File: src/rtl/vga_sync_monitor.sv
// -----------------------------------------------------------------------------
// vga_sync_monitor
//   Watches a VGA-style hsync/vsync pair and measures line length, hsync
//   width, frame height and vsync width. It compares them against the
//   expected timing and declares lock after LOCK_FRAMES consecutive good
//   frames. All sampling is qualified by pix_ce, so the monitor can run from
//   a clock faster than the pixel rate.
//
// Ports
//   clk          : the only clock
//   rst          : synchronous, active-high reset
//   pix_ce       : pixel-clock enable; sync inputs are sampled only when high
//   hsync/vsync  : raw sync inputs, polarity set by SYNC_ACTIVE_LOW
//   locked       : high while the FSM is in LOCKED
//   frame_strobe : one-clk pulse after every evaluated vsync leading edge
//   frame_err    : one-clk pulse on a bad frame or timeout while LOCKED
//   err_count    : saturating count of frame_err pulses
//   h_total_meas : samples per line, latched at each hsync leading edge
//   hsync_w_meas : active hsync samples, latched at each hsync trailing edge
//   v_total_meas : lines per frame, latched at each vsync leading edge
//   vsync_w_meas : lines with vsync active, latched at vsync trailing edge
// -----------------------------------------------------------------------------
module vga_sync_monitor #(
    parameter int H_TOTAL         = 800,
    parameter int V_TOTAL         = 525,
    parameter int H_SYNC          = 96,
    parameter int V_SYNC          = 2,
    parameter int SYNC_ACTIVE_LOW = 1,
    parameter int LOCK_FRAMES     = 2
) (
    input  logic        clk,
    input  logic        rst,
    input  logic        pix_ce,
    input  logic        hsync,
    input  logic        vsync,
    output logic        locked,
    output logic        frame_strobe,
    output logic        frame_err,
    output logic [7:0]  err_count,
    output logic [11:0] h_total_meas,
    output logic [11:0] hsync_w_meas,
    output logic [10:0] v_total_meas,
    output logic [10:0] vsync_w_meas
);

    localparam logic [11:0] H_TOTAL_C = 12'(H_TOTAL);
    localparam logic [11:0] H_SYNC_C  = 12'(H_SYNC);
    localparam logic [11:0] H_TMO_C   = 12'(2 * H_TOTAL);
    localparam logic [10:0] V_TOTAL_C = 11'(V_TOTAL);
    localparam logic [10:0] V_SYNC_C  = 11'(V_SYNC);
    localparam logic [10:0] V_TMO_C   = 11'(2 * V_TOTAL);
    localparam logic [7:0]  LOCK_C    = 8'(LOCK_FRAMES);

    typedef enum logic [1:0] {SEARCH, MEASURE, LOCKED} state_t;

    function automatic logic [11:0] sat_inc12(input logic [11:0] v);
        return (v == 12'hFFF) ? v : v + 12'd1;
    endfunction

    function automatic logic [10:0] sat_inc11(input logic [10:0] v);
        return (v == 11'h7FF) ? v : v + 11'd1;
    endfunction

    function automatic logic [7:0] sat_inc8(input logic [7:0] v);
        return (v == 8'hFF) ? v : v + 8'd1;
    endfunction

    logic        hs_r_q, vs_r_q;
    logic        hs_prev_q, vs_prev_q, hist_q;
    logic [11:0] hcnt_q, hcnt_d, hw_cnt_q, hw_cnt_d;
    logic [11:0] h_total_q, h_total_d, hsync_w_q, hsync_w_d;
    logic [10:0] vcnt_q, vcnt_d, vw_cnt_q, vw_cnt_d;
    logic [10:0] v_total_q, v_total_d, vsync_w_q, vsync_w_d;
    logic        line_bad_q, line_bad_d, line_bad_now;
    state_t      state_q, state_d;
    logic [7:0]  good_q, good_d, err_q, err_d;
    logic        strobe_q, strobe_d, ferr_q, ferr_d, locked_q;
    logic        hs_act, vs_act, hs_lead, hs_trail, vs_lead, vs_trail;
    logic        tmo, frame_ok;

    // Normalise to active-high; edges need one sample of history after reset.
    assign hs_act   = (SYNC_ACTIVE_LOW != 0) ? ~hs_r_q : hs_r_q;
    assign vs_act   = (SYNC_ACTIVE_LOW != 0) ? ~vs_r_q : vs_r_q;
    assign hs_lead  = pix_ce & hist_q &  hs_act & ~hs_prev_q;
    assign hs_trail = pix_ce & hist_q & ~hs_act &  hs_prev_q;
    assign vs_lead  = pix_ce & hist_q &  vs_act & ~vs_prev_q;
    assign vs_trail = pix_ce & hist_q & ~vs_act &  vs_prev_q;

    always_comb begin
        hcnt_d       = hcnt_q;
        hw_cnt_d     = hw_cnt_q;
        h_total_d    = h_total_q;
        hsync_w_d    = hsync_w_q;
        vcnt_d       = vcnt_q;
        vw_cnt_d     = vw_cnt_q;
        v_total_d    = v_total_q;
        vsync_w_d    = vsync_w_q;
        line_bad_now = line_bad_q;
        line_bad_d   = line_bad_q;
        tmo          = 1'b0;
        if (pix_ce) begin
            hcnt_d = hs_lead ? 12'd1 : sat_inc12(hcnt_q);
            if (hs_lead) h_total_d = hcnt_q;
            if (hs_lead)     hw_cnt_d = 12'd1;
            else if (hs_act) hw_cnt_d = sat_inc12(hw_cnt_q);
            if (hs_trail) hsync_w_d = hw_cnt_q;

            if (vs_lead)      vcnt_d = 11'd1;
            else if (hs_lead) vcnt_d = sat_inc11(vcnt_q);
            if (vs_lead) v_total_d = vcnt_q;
            if (vs_lead)                vw_cnt_d = hs_lead ? 11'd1 : 11'd0;
            else if (vs_act && hs_lead) vw_cnt_d = sat_inc11(vw_cnt_q);
            if (vs_trail) vsync_w_d = vw_cnt_q;

            // The line closed by this sample counts toward the frame being
            // evaluated on a coincident vsync edge, then the flag restarts.
            line_bad_now = line_bad_q
                         | (hs_lead  && (hcnt_q   != H_TOTAL_C))
                         | (hs_trail && (hw_cnt_q != H_SYNC_C));
            line_bad_d   = vs_lead ? 1'b0 : line_bad_now;

            // Fire once, on the sample where a counter arrives at its limit.
            tmo = ((hcnt_d == H_TMO_C) && (hcnt_q != H_TMO_C))
                | ((vcnt_d == V_TMO_C) && (vcnt_q != V_TMO_C));
        end
    end

    assign frame_ok = ~line_bad_now && (vcnt_q == V_TOTAL_C) && (vsync_w_q == V_SYNC_C);

    always_comb begin
        state_d  = state_q;
        good_d   = good_q;
        err_d    = err_q;
        strobe_d = 1'b0;
        ferr_d   = 1'b0;
        if (pix_ce) begin
            if (tmo) begin
                if (state_q == LOCKED) begin
                    ferr_d = 1'b1;
                    err_d  = sat_inc8(err_q);
                end
                state_d = SEARCH;
                good_d  = 8'd0;
            end else if (vs_lead) begin
                unique case (state_q)
                    SEARCH: begin
                        state_d = MEASURE;
                        good_d  = 8'd0;
                    end
                    MEASURE: begin
                        strobe_d = 1'b1;
                        if (frame_ok) begin
                            good_d = good_q + 8'd1;
                            if ((good_q + 8'd1) >= LOCK_C) state_d = LOCKED;
                        end else begin
                            good_d = 8'd0;
                        end
                    end
                    LOCKED: begin
                        strobe_d = 1'b1;
                        if (!frame_ok) begin
                            state_d = MEASURE;
                            good_d  = 8'd0;
                            ferr_d  = 1'b1;
                            err_d   = sat_inc8(err_q);
                        end
                    end
                    default: state_d = SEARCH;
                endcase
            end
        end
    end

    // Input capture stage: raw syncs registered once, every clk.
    always_ff @(posedge clk) begin
        hs_r_q <= hsync;
        vs_r_q <= vsync;
    end

    // Sample stage: history, counters, measurements and FSM.
    always_ff @(posedge clk) begin
        if (rst) begin
            hs_prev_q  <= 1'b0;
            vs_prev_q  <= 1'b0;
            hist_q     <= 1'b0;
            hcnt_q     <= '0;
            hw_cnt_q   <= '0;
            h_total_q  <= '0;
            hsync_w_q  <= '0;
            vcnt_q     <= '0;
            vw_cnt_q   <= '0;
            v_total_q  <= '0;
            vsync_w_q  <= '0;
            line_bad_q <= 1'b0;
            state_q    <= SEARCH;
            good_q     <= '0;
            err_q      <= '0;
            strobe_q   <= 1'b0;
            ferr_q     <= 1'b0;
            locked_q   <= 1'b0;
        end else begin
            if (pix_ce) begin
                hs_prev_q <= hs_act;
                vs_prev_q <= vs_act;
                hist_q    <= 1'b1;
            end
            hcnt_q     <= hcnt_d;
            hw_cnt_q   <= hw_cnt_d;
            h_total_q  <= h_total_d;
            hsync_w_q  <= hsync_w_d;
            vcnt_q     <= vcnt_d;
            vw_cnt_q   <= vw_cnt_d;
            v_total_q  <= v_total_d;
            vsync_w_q  <= vsync_w_d;
            line_bad_q <= line_bad_d;
            state_q    <= state_d;
            good_q     <= good_d;
            err_q      <= err_d;
            strobe_q   <= strobe_d;
            ferr_q     <= ferr_d;
            locked_q   <= (state_d == LOCKED);
        end
    end

    assign locked       = locked_q;
    assign frame_strobe = strobe_q;
    assign frame_err    = ferr_q;
    assign err_count    = err_q;
    assign h_total_meas = h_total_q;
    assign hsync_w_meas = hsync_w_q;
    assign v_total_meas = v_total_q;
    assign vsync_w_meas = vsync_w_q;

endmodule

File: config.mk
export PLATFORM = sky130hd
export DESIGN_NAME = vga_sync_monitor
export DESIGN_NICKNAME = d
export VERILOG_FILES = /design/src/rtl/vga_sync_monitor.sv
export SDC_FILE = /design/constraint.sdc
export NUM_CORES = 1
export LEC_CHECK = 0
export ABC_CLOCK_PERIOD_IN_PS = 8700
export CORE_MARGIN = 4
export CORE_UTILIZATION = 60
export CTS_CLUSTER_DIAMETER = 60
export DETAILED_ROUTE_END_ITERATION = 16
export HOLD_SLACK_MARGIN = 0.15
export PLACE_DENSITY_LB_ADDON = 0.25
export SETUP_SLACK_MARGIN = 0.4
export SYNTH_ARGS = -nofsm -noshare
export SYNTH_HDL_FRONTEND = slang
export SYNTH_SLANG_ARGS = --single-unit
File: constraint.sdc
create_clock -name clk -period 8.7 [get_ports clk]
set_clock_uncertainty 0.15 [all_clocks]
set_input_delay 1.74 -clock clk [delete_from_list [all_inputs] [get_ports clk]]
set_output_delay 1.74 -clock clk [all_outputs]
set_load 0.005 [all_outputs]
Yosys cells after proc, flatten, opt, wreduce, memory -nomap -nowiden

Cells that the tools add are included.
W data, S select, Z words.

$add $sub $neg: 6
Magnitude comparators: 1
Equality and inequality tests: 21
Muxes and demuxes: 40
Bitwise operators: 19
Reduce and logical (&&, ||, !) cells: 22

Operators by type and width:

| kind                    | count |
|---|---|
| $mux W8                 | 10 |
| $mux W11                | 7 |
| $mux W12                | 5 |
| $eq A11 B11 Y1 const B  | 3 |
| $add A12 B1 Y12 const B | 2 |
| $eq A12 B12 Y1 const B  | 2 |
| $pmux W8 S3             | 1 |
| $add A11 B1 Y11 const B | 2 |
| $add A8 B1 Y8 const B   | 2 |
| $eq A12 B11 Y1 const B  | 1 |
| $mux W2                 | 6 |
| $ne A12 B10 Y1 const B  | 1 |
| $ne A12 B11 Y1 const B  | 1 |
| $ne A12 B7 Y1 const B   | 1 |
| $eq A11 B10 Y1 const B  | 1 |
| $eq A11 B2 Y1 const B   | 1 |
| $ne A11 B11 Y1 const B  | 1 |
| $mux W1                 | 10 |
| $and A1 B1 Y1           | 9 |
| $eq A8 B8 Y1 const B    | 1 |
| $ge A8 B2 Y1 const B    | 1 |
| $reduce_and A2 Y1       | 4 |
| $reduce_and A4 Y1       | 2 |
| $logic_and A1 B1 Y1     | 7 |
| other kinds (14)        | 28 |

Register bits after elaboration: 119
Input bits: 5
Output and inout port bits: 57
Logic and storage cells: 129

Logic depth before layout (Yosys ltp)

Gate-level depths: netlist of run 1.

Word-level depth: 16
Depth in mapped cells: 11
Depth with buffers taken out: 10

Worst setup path before layout of run 1

OpenSTA, ideal clock, no wires.

Kind: input to register
Start point: in pix_ce
End point: reg err_q[7] (netlist: err_count[7])
Library setup time: 0.070 ns
Arrival: 4.046 ns
Data required time: 8.480 ns
Setup slack: 4.434 ns
Stages on the path: 9
Path buffers: 1
Cell sequence: buf_2 > and4bb_4 > a41oi_1 > or4_1 > a211o_1 > o22ai_4 > a2bb2oi_4 > or4_1 > a21oi_1

Longest elaborated chain between the ends: 12
Elaborated cells on any way between the ends: 29
Those cells by class: 3 x eq/ne; 7 x mux; 11 x bitwise; 8 x reduce/logical

Ends and longest elaborated chain:

| item                                                                | line       | text |
|---|---|---|
| start, declared                                                     | 33         | `input logic pix_ce,` |
| $and A1 B1 Y1                                                       | 84, 85, 86 |  |
| $and A1 B1 Y1 (2 in series)                                         | 84         | `assign hs_lead = pix_ce & hist_q & hs_act & ~hs_prev_q;` |
| $mux W11 / $logic_and A1 B1 Y1 (equally long branches)              | 109, 118   |  |
| $mux W11 / $or A1 B1 Y1 (equally long branches)                     | 108, 118   |  |
| $mux W11 / $or A1 B1 Y1 (equally long branches)                     | 101, 119   |  |
| $eq A11 B11 Y1 / $mux W1 (equally long branches)                    | 124, 101   |  |
| $logic_and A1 B1 Y1 / $not A1 Y1 (equally long branches)            | 124, 128   |  |
| $or A1 B1 Y1 / $logic_and A1 B1 Y1 (equally long branches)          | 124, 128   |  |
| $mux W1 / $logic_and A1 B1 Y1 (equally long branches)               | 101, 128   |  |
| $ne A2 B2 Y1 (no line) / $reduce_bool A2 Y1 (equally long branches) | n/a        |  |
| $reduce_and A4 Y1 (no line)                                         | n/a        |  |
| end signal, assigned                                                | 218        | `err_q <= err_d;` |
| end, declared                                                       | 76         | `logic [7:0] good_q, good_d, err_q, err_d;` |

Parallel ways exist; a longest one is shown, timed or not. The select of a mux whose other input is x is not followed.
A chain may end at the register's enable or synchronous reset.

Final worst setup path of run 1

Ends and elaborated chain as after synthesis.

==> results of run 1 <==
-- synth_stat cells, drive strengths merged (11+ instances only) --
library cell and instances:
dfxtp 119, and3 14, nand4 11, nor2 70, xor2 15, inv 20, o21ai 21, nand3 45
a21oi 67, buf 11, nand2 136, ha 15, clkbuf 35, xnor2 13, or3 12, nor3 20
-- per-layer routing --
metal	GRT usage [%]	up-vias	wire, um
met5	0	-	0
met4	8.973	0	320
met3	5.768	45	925
met2	42.71	249	6836
met1	34.74	2547	6155
li1	-	2689	-
-- cell type report --
| type | count | area [um2] | share of cell area, % |
|---|---|---|---|
| multi-input cells | 558 | 3171 | 45.19 |
| flip-flops and latches | 119 | 2382 | 33.95 |
| repair buffers | 66 | 643.1 | 9.165 |
| clock buffers | 17 | 414.1 | 5.902 |
| clock inverters | 15 | 170.2 | 2.425 |
| well taps | 129 | 161.4 | 2.300 |
| inverters | 20 | 75.07 | 1.070 |
-- worst max-delay path, stage by stage --
cell and delay [ns]:
clkdlybuf4s50_1 0.47, buf_4 0.33, nand4bb_1 0.57, buf_4 0.43
nor4_1 0.53, mux2i_1 0.26, o211ai_1 0.15, o22ai_4 0.28
a2bb2oi_4 0.14, or4_1 0.51, a21oi_1 0.14
-- registers in the layout, summed over array words and instances, names as in the netlist --
register and cells:
err_count 8, good_q 8, hw_cnt_q 12, hs_prev_q 1, line_bad_q 1, locked 1
h_total_meas 12, vs_r_q 1, hs_r_q 1, state_q 2, v_total_meas 11, hsync_w_meas 12
vs_prev_q 1, hcnt_q 12, frame_strobe 1, vsync_w_meas 11, hist_q 1, vw_cnt_q 11
frame_err 1, vcnt_q 11
-- stage by stage --
step,hold WS (ns),cell area (um2),util (%)
after floorplan,0.2945,5809,-
after detailed placement,0.2970,6432,68.96
after global routing,0.3236,7017,75.22
after CTS,0.3056,7017,75.22
after global placement,0.2911,6432,68.96
final,0.3048,7017,75.22
-- cells by family (layout without fill, tap and decap cells) --
family,count (synthesis),count (layout)
and+or+nand+nor,363,363
AOI/OAI and AO/OA,147,147
DFF,119,119
buffers and inverters,66,118
xor gates and xnor gates,28,28
adders and majority gates,15,15
muxes,5,5
-- final timing paths --
| check | from | end | slack, ns |
|---|---|---|---|
| worst max-delay path | pix_ce | err_count[7]$_SDFFE_PP0P_ | 3.43 |
| worst min-delay path | hsync_w_meas[6]$_SDFFE_PP0P_ | hsync_w_meas[6]$_SDFFE_PP0P_ | 0.30 |
| worst max register to register | hist_q$_SDFFE_PP0P_ | err_count[7]$_SDFFE_PP0P_ | 4.96 |
| worst min register to register | hsync_w_meas[6]$_SDFFE_PP0P_ | hsync_w_meas[6]$_SDFFE_PP0P_ | 0.30 |
-- power by group --
part | switching (mW) | total [mW] | internal [mW] | leakage, nW
Clock | 0.268 | 0.682 | 0.413 | 0.275
Sequential | 0.00704 | 0.556 | 0.549 | 0.961
Combinational | 0.0287 | 0.0422 | 0.0135 | 1.10
Total | 0.304 | 1.28 | 0.976 | 2.33
==> impl_metrics.csv, run 1 <==
group,metric,value,unit
synthesis,syn_area,0.005809,mm2
critical_path,worstSetupStartpointType,"input port",
layout,area_delta_synth_final,20.78,%
grt,grt_pass1_wl,24.86,mm
clock_tree,post_cts_buffers,0,
timing,worst_slack,3.426,ns
timing,finalHoldViolations,0,
power_and_ir_drop,ir_worst_vdd,0.1220,mV
synthesis,synth_area_leaders,"dfxtp_1, nand2_1, a21oi_1, nor2_1, nand3_1",
clock_tree,cts_tree,"done",
clock_tree,clkSinkCount,119,
grt,grt_usage,26.34,%
timing,timing.fmax,189.6,MHz
synthesis,synth_adder_area_share,3.231,%
synthesis,synth_xor_area_share,4.221,%
timing,fin_crit_sh,60.62,%
synthesis,yosysTopAreaCell,"dfxtp_1",
synthesis,netlist_instances,743,
grt,grt_antenna_before_repair,0,
clock_tree,insertion_delay,0.52,ns
drt,viasPerCell,5.985,
synthesis,synth_edf_count,0,
synthesis,synth_simple_gate_area_share,30.02,%
clock_tree,cts_resized,0,
clock_tree,ctsHtreeMaxLevel,4,
drt,drt_iter0_markers,467,
floorplan,initial_utilization,62.28,%
synthesis,ys_seq_area_share,41.01,%
synthesis,synth.area.mux_share,0.8615,%
placed_design,place_congestion,0.9288,
synthesis,syn_area_per_cell,7.819,um2
timing,setup_tns,0,ns
clock_tree,hold_buffers,0,
timing,setup_viol,0,
placed_design,portBuffers,61,
floorplan,die_area,0.01132,mm2
flow_run,cap_viol_max_count,0,
floorplan,die_x,106.4,um
synthesis,ys_ff_latch,119,
floorplan,dieHeight,106.4,um
placed_design,dpl_worst_slack,2.939,ns
grt,overflow,0,
synthesis,synth_compound_area_share,16.24,%
synthesis,synth_ff_type,"dfxtp_1",
drt,vias,5530,
layout,antenna_cells,0,
placed_design,dpl.cell_count,892,
timing,tightest_slew,0.8477,ns
min_path,hold_depth,2,
critical_path,required,8.99,ns
grt,grt_max_degree,79,
layout,final_common_cell,"nand2_1",
timing,drv_slew,0,
grt,grt_pass1_vias,5257,
critical_path,critPathMaxFanout,35,
layout,final_cell_mix,"nand2_1, dfxtp_1, nor2_1",
clock_tree,cts.path.max_buffers,2,
min_path,hold_path.class,"reg2reg",
critical_path,crit_type,"in2reg",
drt,remaining_drc_errors,0,
synthesis,ys_warn_count,0,
synthesis,synth.distinct_cells,65,
layout,fin_cells,924,
timing,slew_headroom,42.59,%
layout,num-fill-cells,698,
drt,drtAntennaViolNets,0,
critical_path,crit_path_end_kind,"register",
critical_path,r2r_cells,9,
placed_design,dp_hpwl,9.027,mm
drt,routedWlPerCell,15.41,um
run_status,outcome,"completed",
critical_path,cp_data_arrival_time,5.57,ns
synthesis,postSynth.asyncResetShare,0,%
drt,finalWirelength,14.24,mm
drt,drtPass1Iterations,6,
floorplan,pin_count,62,
timing,finalCriticalPeriod,5.274,ns
floorplan,core-area,0.009328,mm2
layout,layout-drive-gt1-share,5.535,%
clock_tree,cts_buffers,17,
clock_tree,clkTransAtPathRegs,0.06,ns
power_and_ir_drop,power_density,182.5,mW/mm2
power_and_ir_drop,power,1.280,mW
power_and_ir_drop,power_leakage,2.334,nW
floorplan,row_count,35,
timing,rsz0062_at_grt,"false",
clock_tree,root_buffer,"clkbuf_8",
synthesis,synth_top_family_by_area,"simple AND/OR/NAND/NOR gates",
synthesis,syn_nets,763,
synthesis,synth_top_area_share,41.01,%
layout,final_nets,802,
Note: power is estimated with default switching activity, not from simulation.
==> run 2, diff against run 1 <==
Settings changed: ABC_CLOCK_PERIOD_IN_PS 8700 to 5300, CORE_UTILIZATION 60 to 57.
Clock period 8.7 ns to 5.3 ns, I/O delays scaled along.
==> impl_metrics.csv, run 2 (synthesis results as in run 1) <==
group,metric,value,unit
floorplan,die_x,109.0,um
critical_path,required,5.58,ns
power_and_ir_drop,clockPowerShare,54.2,%
critical_path,r2r_setup_slack,1.77,ns
clock_tree,ctsHtreeMaxLevel,4,
timing,finalCriticalPeriod,4.012,ns
grt,grt_max_degree,42,
timing,finalHoldViolations,0,
drt,remaining_drc_errors,0,
clock_tree,root_buffer,"clkbuf_8",
timing,timing.fmax,249.3,MHz
placed_design,place_congestion,0.9522,
timing,fin_crit_sh,75.69,%
critical_path,regToRegStartpoint,"vcnt_q[0]$_SDFFE_PP0P_",
timing,drv_slew,0,
power_and_ir_drop,p_sw_share,21.24,%
critical_path,crit_path_end_kind,"register",
power_and_ir_drop,combinationalPowerShare,3.3,%
clock_tree,cts_tree,"done",
floorplan,row_count,36,
clock_tree,insertion_delay,0.54,ns
clock_tree,hold_buffers,0,
placed_design,portBuffers,61,
floorplan,die_area,0.01187,mm2
power_and_ir_drop,ir_worst_vdd,0.2627,mV
drt,vias,5545,
timing,rsz0062_at_grt,"false",
drt,topRoutingLayerUsed,"met4",
timing,setup_tns,0,ns
drt,routedWlPerCell,15.64,um
clock_tree,post_cts_buffers,0,
run_status,outcome,"completed",
power_and_ir_drop,power_switching,0.4566,mW
power_and_ir_drop,power_density,303.9,mW/mm2
drt,met1_length,6.306,mm
layout,num-fill-cells,762,
timing,tightest_slew,0.8210,ns
power_and_ir_drop,power_frac_seq,42.5,%
min_path,hold_depth,2,
grt,grt_antenna_before_repair,0,
layout,area_delta_synth_final,21.75,%
layout,final_common_cell,"nand2_1",
placed_design,dp_hpwl,9.807,mm
clock_tree,cts_buffers,17,
drt,finalWirelength,14.56,mm
grt,overflow,0,
floorplan,core-area,0.009864,mm2
grt,grt_pass1_wl,24.18,mm
layout,final_nets,805,
timing,slew_headroom,45.26,%
floorplan,pin_count,62,
grt,grt_pass1_vias,5224,
min_path,hold_end,"hsync_w_meas[4]$_SDFFE_PP0P_",
floorplan,initial_utilization,58.89,%
clock_tree,cts.path.max_buffers,2,
power_and_ir_drop,power_leakage,2.373,nW
layout,layout-drive-gt1-share,5.764,%
grt,grt_usage,25.70,%
timing,setup_viol,0,
min_path,hold_path.class,"reg2reg",
drt,viasPerCell,5.956,
floorplan,dieHeight,109.0,um
flow_run,cap_viol_max_count,0,
critical_path,crit_type,"in2reg",
layout,final_cell_mix,"nand2_1, dfxtp_1, nor2_1",
min_path,hold_start,"hsync_w_meas[4]$_SDFFE_PP0P_",
layout,antenna_cells,0,
critical_path,critPathMaxFanout,12,
drt,drtAntennaViolNets,0,
critical_path,rr_endpoint,"good_q[3]$_SDFFE_PP0P_",
clock_tree,clkTransAtPathRegs,0.06,ns
clock_tree,cts_resized,0,
critical_path,cp_data_arrival_time,4.30,ns
power_and_ir_drop,internal_power,1.693,mW
drt,drtPass1Iterations,5,
clock_tree,clkSinkCount,119,
power_and_ir_drop,power,2.150,mW
drt,wl_met3,837,um
critical_path,r2r_cells,8,
critical_path,worstSetupStartpointType,"input port",
drt,route.met2.wl,7.106,mm
drt,drt_iter0_markers,398,
-- run 2: changes by cell type in the layout (fill, tap and decap cells not counted), sizes merged --
cell	before	now
inv	24	20
clkinv	5	2
clkinvlp	4	2
buf	6	9
clkbuf	17	26
-- run 2: worst max-delay path, stage by stage --
cell	delay, ns
clkdlybuf4s50_1	0.54
nand4bb_1	0.48
nor4_1	0.71
mux2i_1	0.26
o211ai_1	0.17
o22ai_4	0.28
a21oi_1	0.29
and2_1	0.27
a22o_1	0.22
-- run 2: routing by layer --
| metal | track usage [%] | vias to the layer above |
|---|---|---|
| li1 | - | 2693 |
| met1 | 31.58 | 2606 |
| met2 | 41.97 | 208 |
| met3 | 7.638 | 38 |
| met4 | 10.64 | 0 |
| met5 | 0 | - |
-- run 2: per-stage QoR --
| stage | util, % | setup WS [ns] | area (um2) | hold WS, ns | cells |
|---|---|---|---|---|---|
| after CTS | 71.70 | 1.307 | 7073 | 0.3046 | 931 |
| after global routing | 71.70 | 1.031 | 7073 | 0.3247 | 931 |
| final | 71.70 | 1.288 | 7073 | 0.3006 | 931 |
| after floorplan | - | 1.714 | 5809 | 0.2945 | 743 |
| after detailed placement | 65.49 | 0.8146 | 6460 | 0.2972 | 899 |
| after global placement | 65.49 | 0.8964 | 6460 | 0.2914 | 899 |
-- run 2: worst max path at each step --
stage / from / endpoint / slack, ns / depth (start not counted)
finish: pix_ce / good_q[3]$_SDFFE_PP0P_ / 1.29 / 9
global route: pix_ce / good_q[3]$_SDFFE_PP0P_ / 1.03 / 9
CTS: pix_ce / good_q[3]$_SDFFE_PP0P_ / 1.31 / 9
detailed placement: pix_ce / good_q[3]$_SDFFE_PP0P_ / 0.81 / 9
global placement: pix_ce / err_count[7]$_SDFFE_PP0P_ / 0.90 / 9
floorplan: pix_ce / err_count[7]$_SDFFE_PP0P_ / 1.71 / 9
-- run 2: final cells by class --
type                            instances  area, um2  area share (%)
Tap cell                              133      166.4           2.353
Sequential cell                       119       2382           33.68
Inverter                               20      75.07           1.061
Clock buffer                           26      528.0           7.465
Multi-Input combinational cell        558       3171           44.83
Timing Repair Buffer                   69      665.6           9.411
Clock inverter                          6      85.08           1.203
-- run 2: power by group through the flow --
| stage | logic (mW) | registers, mW | clock network [mW] |
|---|---|---|---|
| after global placement | 0.0680 | 0.932 | 0 |
| after detailed placement | 0.0700 | 0.932 | 0 |
| after floorplan | 0.0523 | 0.928 | 0 |
| final | 0.0717 | 0.914 | 1.16 |
| after global routing | 0.0793 | 0.914 | 1.22 |
| after CTS | 0.0712 | 0.913 | 1.18 |
